**src/rtl/phase_timer.sv**
```systemverilog
// Up-counter with a run-time limit, parallel load, wrap/one-shot modes and registered Wrap/Done status.
// Optional count prescaler enabled by defining PHASE_TIMER_PRESCALE_EN.
module phase_timer #(
  parameter int WIDTH    = 7,
  parameter int PRESCALE = 4
) (
  input  logic             Clk,
  input  logic             Reset_n,
  input  logic             Clear,
  input  logic             Count,
  input  logic             Load,
  input  logic [WIDTH-1:0] LoadValue,
  input  logic [WIDTH-1:0] Limit,
  input  logic             Mode,
  output logic [WIDTH-1:0] Q,
  output logic             Wrap,
  output logic             Done
);

  logic [WIDTH-1:0] r_q;
  logic             r_wrap;
  logic             r_done;
  logic             w_tick;
  logic [WIDTH-1:0] w_q_nxt;
  logic             w_wrap_nxt;
  logic             w_done_nxt;

`ifdef PHASE_TIMER_PRESCALE_EN
  localparam int               PW      = $clog2(PRESCALE);
  localparam logic [PW-1:0]    PRE_MAX = PW'(PRESCALE - 1);

  logic [PW-1:0] r_pre;

  // Prescaler only advances on enabled cycles; a tick is its terminal count.
  always_ff @(posedge Clk or negedge Reset_n) begin
    if (!Reset_n)           r_pre <= '0;
    else if (Clear || Load) r_pre <= '0;
    else if (Count)         r_pre <= (r_pre == PRE_MAX) ? '0 : r_pre + 1'b1;
  end

  assign w_tick = Count && (r_pre == PRE_MAX);
`else
  assign w_tick = Count;
`endif

  always_comb begin
    w_q_nxt    = r_q;
    w_wrap_nxt = 1'b0;
    w_done_nxt = r_done;
    if (Clear) begin
      w_q_nxt    = '0;
      w_done_nxt = 1'b0;
    end else if (Load) begin
      w_q_nxt    = (LoadValue > Limit) ? Limit : LoadValue;
      w_done_nxt = 1'b0;
    end else if (w_tick) begin
      // Q above Limit only happens after Limit is lowered; treat it as terminal.
      if (r_q < Limit) begin
        w_q_nxt = r_q + 1'b1;
      end else if (!Mode) begin
        w_q_nxt    = '0;
        w_wrap_nxt = 1'b1;
      end else begin
        w_q_nxt    = Limit;
        w_done_nxt = 1'b1;
      end
    end
  end

  always_ff @(posedge Clk or negedge Reset_n) begin
    if (!Reset_n) begin
      r_q    <= '0;
      r_wrap <= 1'b0;
      r_done <= 1'b0;
    end else begin
      r_q    <= w_q_nxt;
      r_wrap <= w_wrap_nxt;
      r_done <= w_done_nxt;
    end
  end

  assign Q    = r_q;
  assign Wrap = r_wrap;
  assign Done = r_done;

endmodule

```
**config.mk**
```make
export PLATFORM = sky130hd
export DESIGN_NAME = phase_timer
export DESIGN_NICKNAME = d
export VERILOG_FILES = /design/src/rtl/phase_timer.sv
export SDC_FILE = /design/constraint.sdc
export NUM_CORES = 1
export LEC_CHECK = 0
export ABC_AREA = 1
export CAP_MARGIN = 30
export CORE_ASPECT_RATIO = 2
export CORE_UTILIZATION = 25
export CTS_CLUSTER_SIZE = 25
export DETAILED_ROUTE_END_ITERATION = 7
export GPL_ROUTABILITY_DRIVEN = 0
export HOLD_SLACK_MARGIN = 0.03
export SLEW_MARGIN = 20
export SYNTH_ARGS = -nofsm -noshare
export SYNTH_HDL_FRONTEND = slang
export SYNTH_SLANG_ARGS = --single-unit
```
**constraint.sdc**
```tcl
create_clock -name Clk -period 3.85 [get_ports Clk]
set_clock_uncertainty 0.15 [all_clocks]
set_input_delay 0.385 -clock Clk [delete_from_list [all_inputs] [get_ports Clk]]
set_output_delay 0.385 -clock Clk [all_outputs]
set_load 0.005 [all_outputs]
```
* Word-level counts from Yosys, hierarchy flattened
Cells that the tools add are included.
** Storage, ports and cells
- Memory bits (read-only) :: 0
- Latch bits :: 0
- Output and inout bits :: 9
- RAM bits :: 0
- Input port bits :: 20
- Memories :: 0
- Bits in registers :: 9
** Operators by class
- Magnitude comparators :: 2
- Equality and inequality tests :: 1
- Bitwise operators :: 0
- $add $sub $neg :: 1
- Multiply operators :: 0
- Shift-type cells :: 0
- Divide/modulo/power cells :: 0
- Muxes and demuxes :: 16
- Reductions and logical operators :: 3
** Operators with widths (number)
- 7-bit 2-to-1 mux :: 6
- 1-bit 2-to-1 mux :: 10
- 7-bit by 1-bit adder with 7-bit output, second input constant :: 1
- 7-bit greater-than comparator :: 1
- 7-bit less-than comparator :: 1
- 3-bit nonzero test :: 2
- 3-bit inequality test, second input constant :: 1
- 3-bit AND reduction :: 1

* Depth between registers and ports, before layout
- Depth in word-level cells :: 5
- Gate-level depth with buffers :: 13
- Depth with buffers taken out :: 13

* Worst setup path after synthesis
Ideal clock, no wire load.
- Path type :: reg2reg
- Start point :: register r_q[6] (netlist: Q[6])
- End point :: register r_q[5] (netlist: Q[5])
- Setup slack :: 2.177 ns
- Library setup time :: 0.117 ns
- Buffers on the path :: 0
- Required time :: 3.583 ns
- Clock period less this slack :: 1.673 ns
- Stages on the path, launching flop included :: 12
- Arrival time :: 1.405 ns
- Cell sequence :: dfrtp_1 -> ha_1 -> nand2_1 -> inv_2 -> nand2_1 -> nand2_1 -> inv_2 -> nand2_4 -> nand2_1 -> nand3_1 -> nand3_1 -> nand2_1
** On the way
- Longest elaborated chain between the ends :: 5
** RTL lines
- from (decl) :: RTL line 20 : logic [WIDTH-1:0] r_q;
- from (signal assigned) :: RTL line 76 : r_q <= w_q_nxt;
- 7-bit less-than comparator :: RTL line 58 : if (r_q < Limit) begin
- 7-bit 2-to-1 mux :: RTL line 58
- 7-bit 2-to-1 mux :: RTL line 56 : end else if (w_tick) begin
- 7-bit 2-to-1 mux :: RTL line 53 : end else if (Load) begin
- 7-bit 2-to-1 mux :: RTL line 50 : if (Clear) begin
No other way between the ends. The select of a mux whose other input is x is not followed.
A chain may end at the register's enable or synchronous reset.

* Worst setup path in the final report
- Start point :: input port Limit[6]
- End point :: register r_q[5] (netlist: Q[5])
** On the way
- Longest elaborated chain between the ends :: 5
- Elaborated cells between the ends (all ways) :: 7
- Those cells by class :: 2 x order compare; 5 x mux
** RTL lines
- from (decl) :: RTL line 13 : input logic [WIDTH-1:0] Limit,
- 7-bit less-than comparator :: RTL line 58
- 7-bit 2-to-1 mux :: RTL line 58
- 7-bit 2-to-1 mux :: RTL line 56
- 7-bit 2-to-1 mux (*) :: RTL line 53
- 7-bit 2-to-1 mux (*) :: RTL line 50
Every way passes the cells marked *; elsewhere a longest branch is shown, timed or not. The select of a mux whose other input is x is not followed.

==> results.txt <==
status = finished with violations
failing checks = design-rule violations
DR pass1 iterations = 6
row count = 35
Wirelength per Cell = 12.3 um
overall routed net length = 3320 um
# DRC = 2
CTS tree = yes
initial antenna violation count = 0
worst reg-to-reg path cell count = 8
share of post-route cells with drive strength above 1 = 9.35%
largest net degree at the start of global routing = 10
CP Capture Type = flop
CP dominant cell by count = nand2_1
Synth top area share = 21.7%
Setup TNS Final = 0 ns
# fillers = 531
Die X-Extent = 50.5 um
Die Height = 99.0 um
clock latency at the later pin of the worst-skew pair = 0.23 ns
Worst-path clk slew = 0.05 ns
post-synthesis compound-gate area fraction = 4.47%
Final Cycle Share = 56.7%
r2r startpoint = Q[2]
top cells by area, synth = nand2_1 22%, dfrtp_1 19%, ha_1 15%
CP delay by family, top = buffers and inverters
setup repair bufs after CTS = 0
R2R setup slack = 1.94 ns
number of distinct library cells after synthesis = 21
worst-path cell chain = clkdlybuf4s50_1 -> inv_1 -> ha_1 -> nand2_1 -> inv_2 -> nand2_1 -> nand2_1 -> inv_2 -> nand2_4 -> nand2_1 -> nand3_1 -> nand3_1 -> nand2_1
Avg Synthesized Cell Area = 6.39 um^2
pwr dens = 268 mW/mm^2
Vias = 1231
I/O Pins = 29
adder-cell share of the synthesized area = 14.9%
CTS sink cnt = 9
# diodes = 0
Final nets = 249
CP endpoint = Q[5]
post-synthesis mux area share = 0%
Slew Viols, Final = 0
unrepaired setup endpoints after global routing = false
Synth Instances = 184
Post-DP HPWL = 2830 um
register area share after synthesis = 19.2%
Reg-to-Reg End = Q[5]
Sw Share = 38.0%
slowest CP cell = clkdlybuf4s50_1
Synth Area in Simple Gates = 50.1%
Slew HR = 70.0%
Setup CP Type = in -> reg
Worst-Margin Slew = 0.449 ns
Num CTS Buffers = 3
Synth Warn # = 0
Crit path required time = 3.82 ns
largest family of logic cells by synthesized area = simple AND/OR/NAND/NOR gates
Peak supply drop = 112 uV
hold buffers post-CTS = 0
Crit path depth = 13
Startpoint Class = primary input
Crit path buffers/inverters = 4
Max Root-Sink Buffers = 2
most area-hungry cell type in the Yosys netlist = nand2_1
design area = 0.00156 mm^2
cts repair resizes = 0
leakage power = 0.000830 uW
synthesized cell area = 0.00117 mm^2
Root Driver = clkbuf_8
worst stage delay on the critical path = 0.52 ns
Syn Nets = 218
f_max = 0.458 GHz
Port Buf Inserts = 28
Hold Path Class = in -> async
core area = 0.00455 mm^2
crit path max fanout = 8
endpoints failing hold = 0
Sequential Power Share = 29.2%
vias in the first global route = 1285
final setup vio count = 0
Initial Util = 25.8%
DR iter-0 viols = 31
crit path time final = 2.18 ns
Area Overhead vs Synth = 32.8%
H-tree level count = 1
internal power = 259 uW
ANT nets after route = 0
Die ar. = 0.00499 mm^2
GR Overflow Total = 0
Placed Area = 0.00152 mm^2
crit path from = Limit[6]
first-pass GRT wire length = 5550 um
final core occ = 34.3%
GRT Total Usage = 14.7%
Max-Cap Viols = 0
Logic pwr share = 44.1%
clock share of power = 26.8%
P_sw = 159 uW
XOR/XNOR Fraction of Synth Area = 0.745%
Vias/cell = 4.58
Synth Register Bits = 9
crit path DAT = 2.15 ns
==> layout make-up <==
type | count | area [um^2] | share of cell area (%)
repair buffers | 28 | 280 | 18.0
flip-flops and latches | 9 | 225 | 14.4
inverters | 31 | 116 | 7.46
clock buffers | 4 | 45.0 | 2.89
well taps | 55 | 68.8 | 4.41
multi-input cells | 142 | 825 | 52.8
==> state kept, by name (all words and copies together) (netlist names) <==
name / flops
Q: 7
Wrap: 1
Done: 1
==> cell usage in the layout (no fill, tap or decap), drive strengths merged <==
cell / count
dfrtp: 9
nor2: 5
ha: 14
a21oi: 6
nand3b: 1
clkdlybuf4s50: 28
nand2: 74
clkbuf: 4
nand3: 34
nand4: 3
or2: 1
o21bai: 2
nor4: 1
inv: 31
xor2: 1
==> power by group through the flow <==
stage	combinational (uW)	sequential, uW	clock (uW)
after floorplan	114	119	0
after global placement	184	123	0
after detailed placement	185	123	0
after CTS	186	122	115
after global routing	208	124	116
final	184	122	112
==> cells in the mapped netlist (all sizes together) <==
cell type,count
xor2,1
dfrtp,9
nand4,3
nand3b,1
ha,14
nor2,5
nor4,1
buf,1
o21bai,2
a21oi,6
nand3,34
clkbuf,1
or2,1
nand2,74
inv,31
==> kinds of logic (layout without fill, tap and decap cells) <==
family	after synthesis	after routing
compound gates	8	8
xor+xnor	1	1
fa+ha+maj	14	14
buf+inv	33	63
flops	9	9
simple gates	119	119
==> worst min-delay path by stage <==
stage / start / endpoint / slack (ns)
floorplan: Reset_n / Done / -0.06
global placement: Done / Done / 0.36
detailed placement: Done / Done / 0.37
CTS: Reset_n / Q[1] / 0.32
global route: Reset_n / Q[4] / 0.34
finish: Reset_n / Q[0] / 0.32
==> worst reg2reg max path: cells and delay by family, from the launching register on <==
family | cells | cell delay [ns]
AO/OA/AOI/OAI | 2 | 0.44
adder cells (fa/ha/maj) | 1 | 0.35
flip-flops | 1 | 0.47
AND/OR/NAND/NOR | 5 | 0.43
==> through the flow <==
| step | worst slack, ns | hold WS, ns | total power, uW | cells |
|---|---|---|---|---|
| 2_1_floorplan | 2.18 | -0.0606 | 233 | 184 |
| 5_1_grt | 1.53 | 0.345 | 448 | 269 |
| 3_3_place_gp | 1.42 | 0.357 | 307 | 265 |
| 6_report | 1.67 | 0.316 | 418 | 269 |
| 3_5_place_dp | 1.40 | 0.370 | 308 | 265 |
| 4_1_cts | 1.65 | 0.323 | 422 | 269 |
==> routing by layer <==
metal  track usage (%)  wire [um]  share of wire [%]
met4              7.69         75                2.3
met2              29.8       1980                 60
met3              1.08         65                2.0
met1              13.6       1190                 36
met5                 0          0                  0
(Power assumes the default switching activity.)
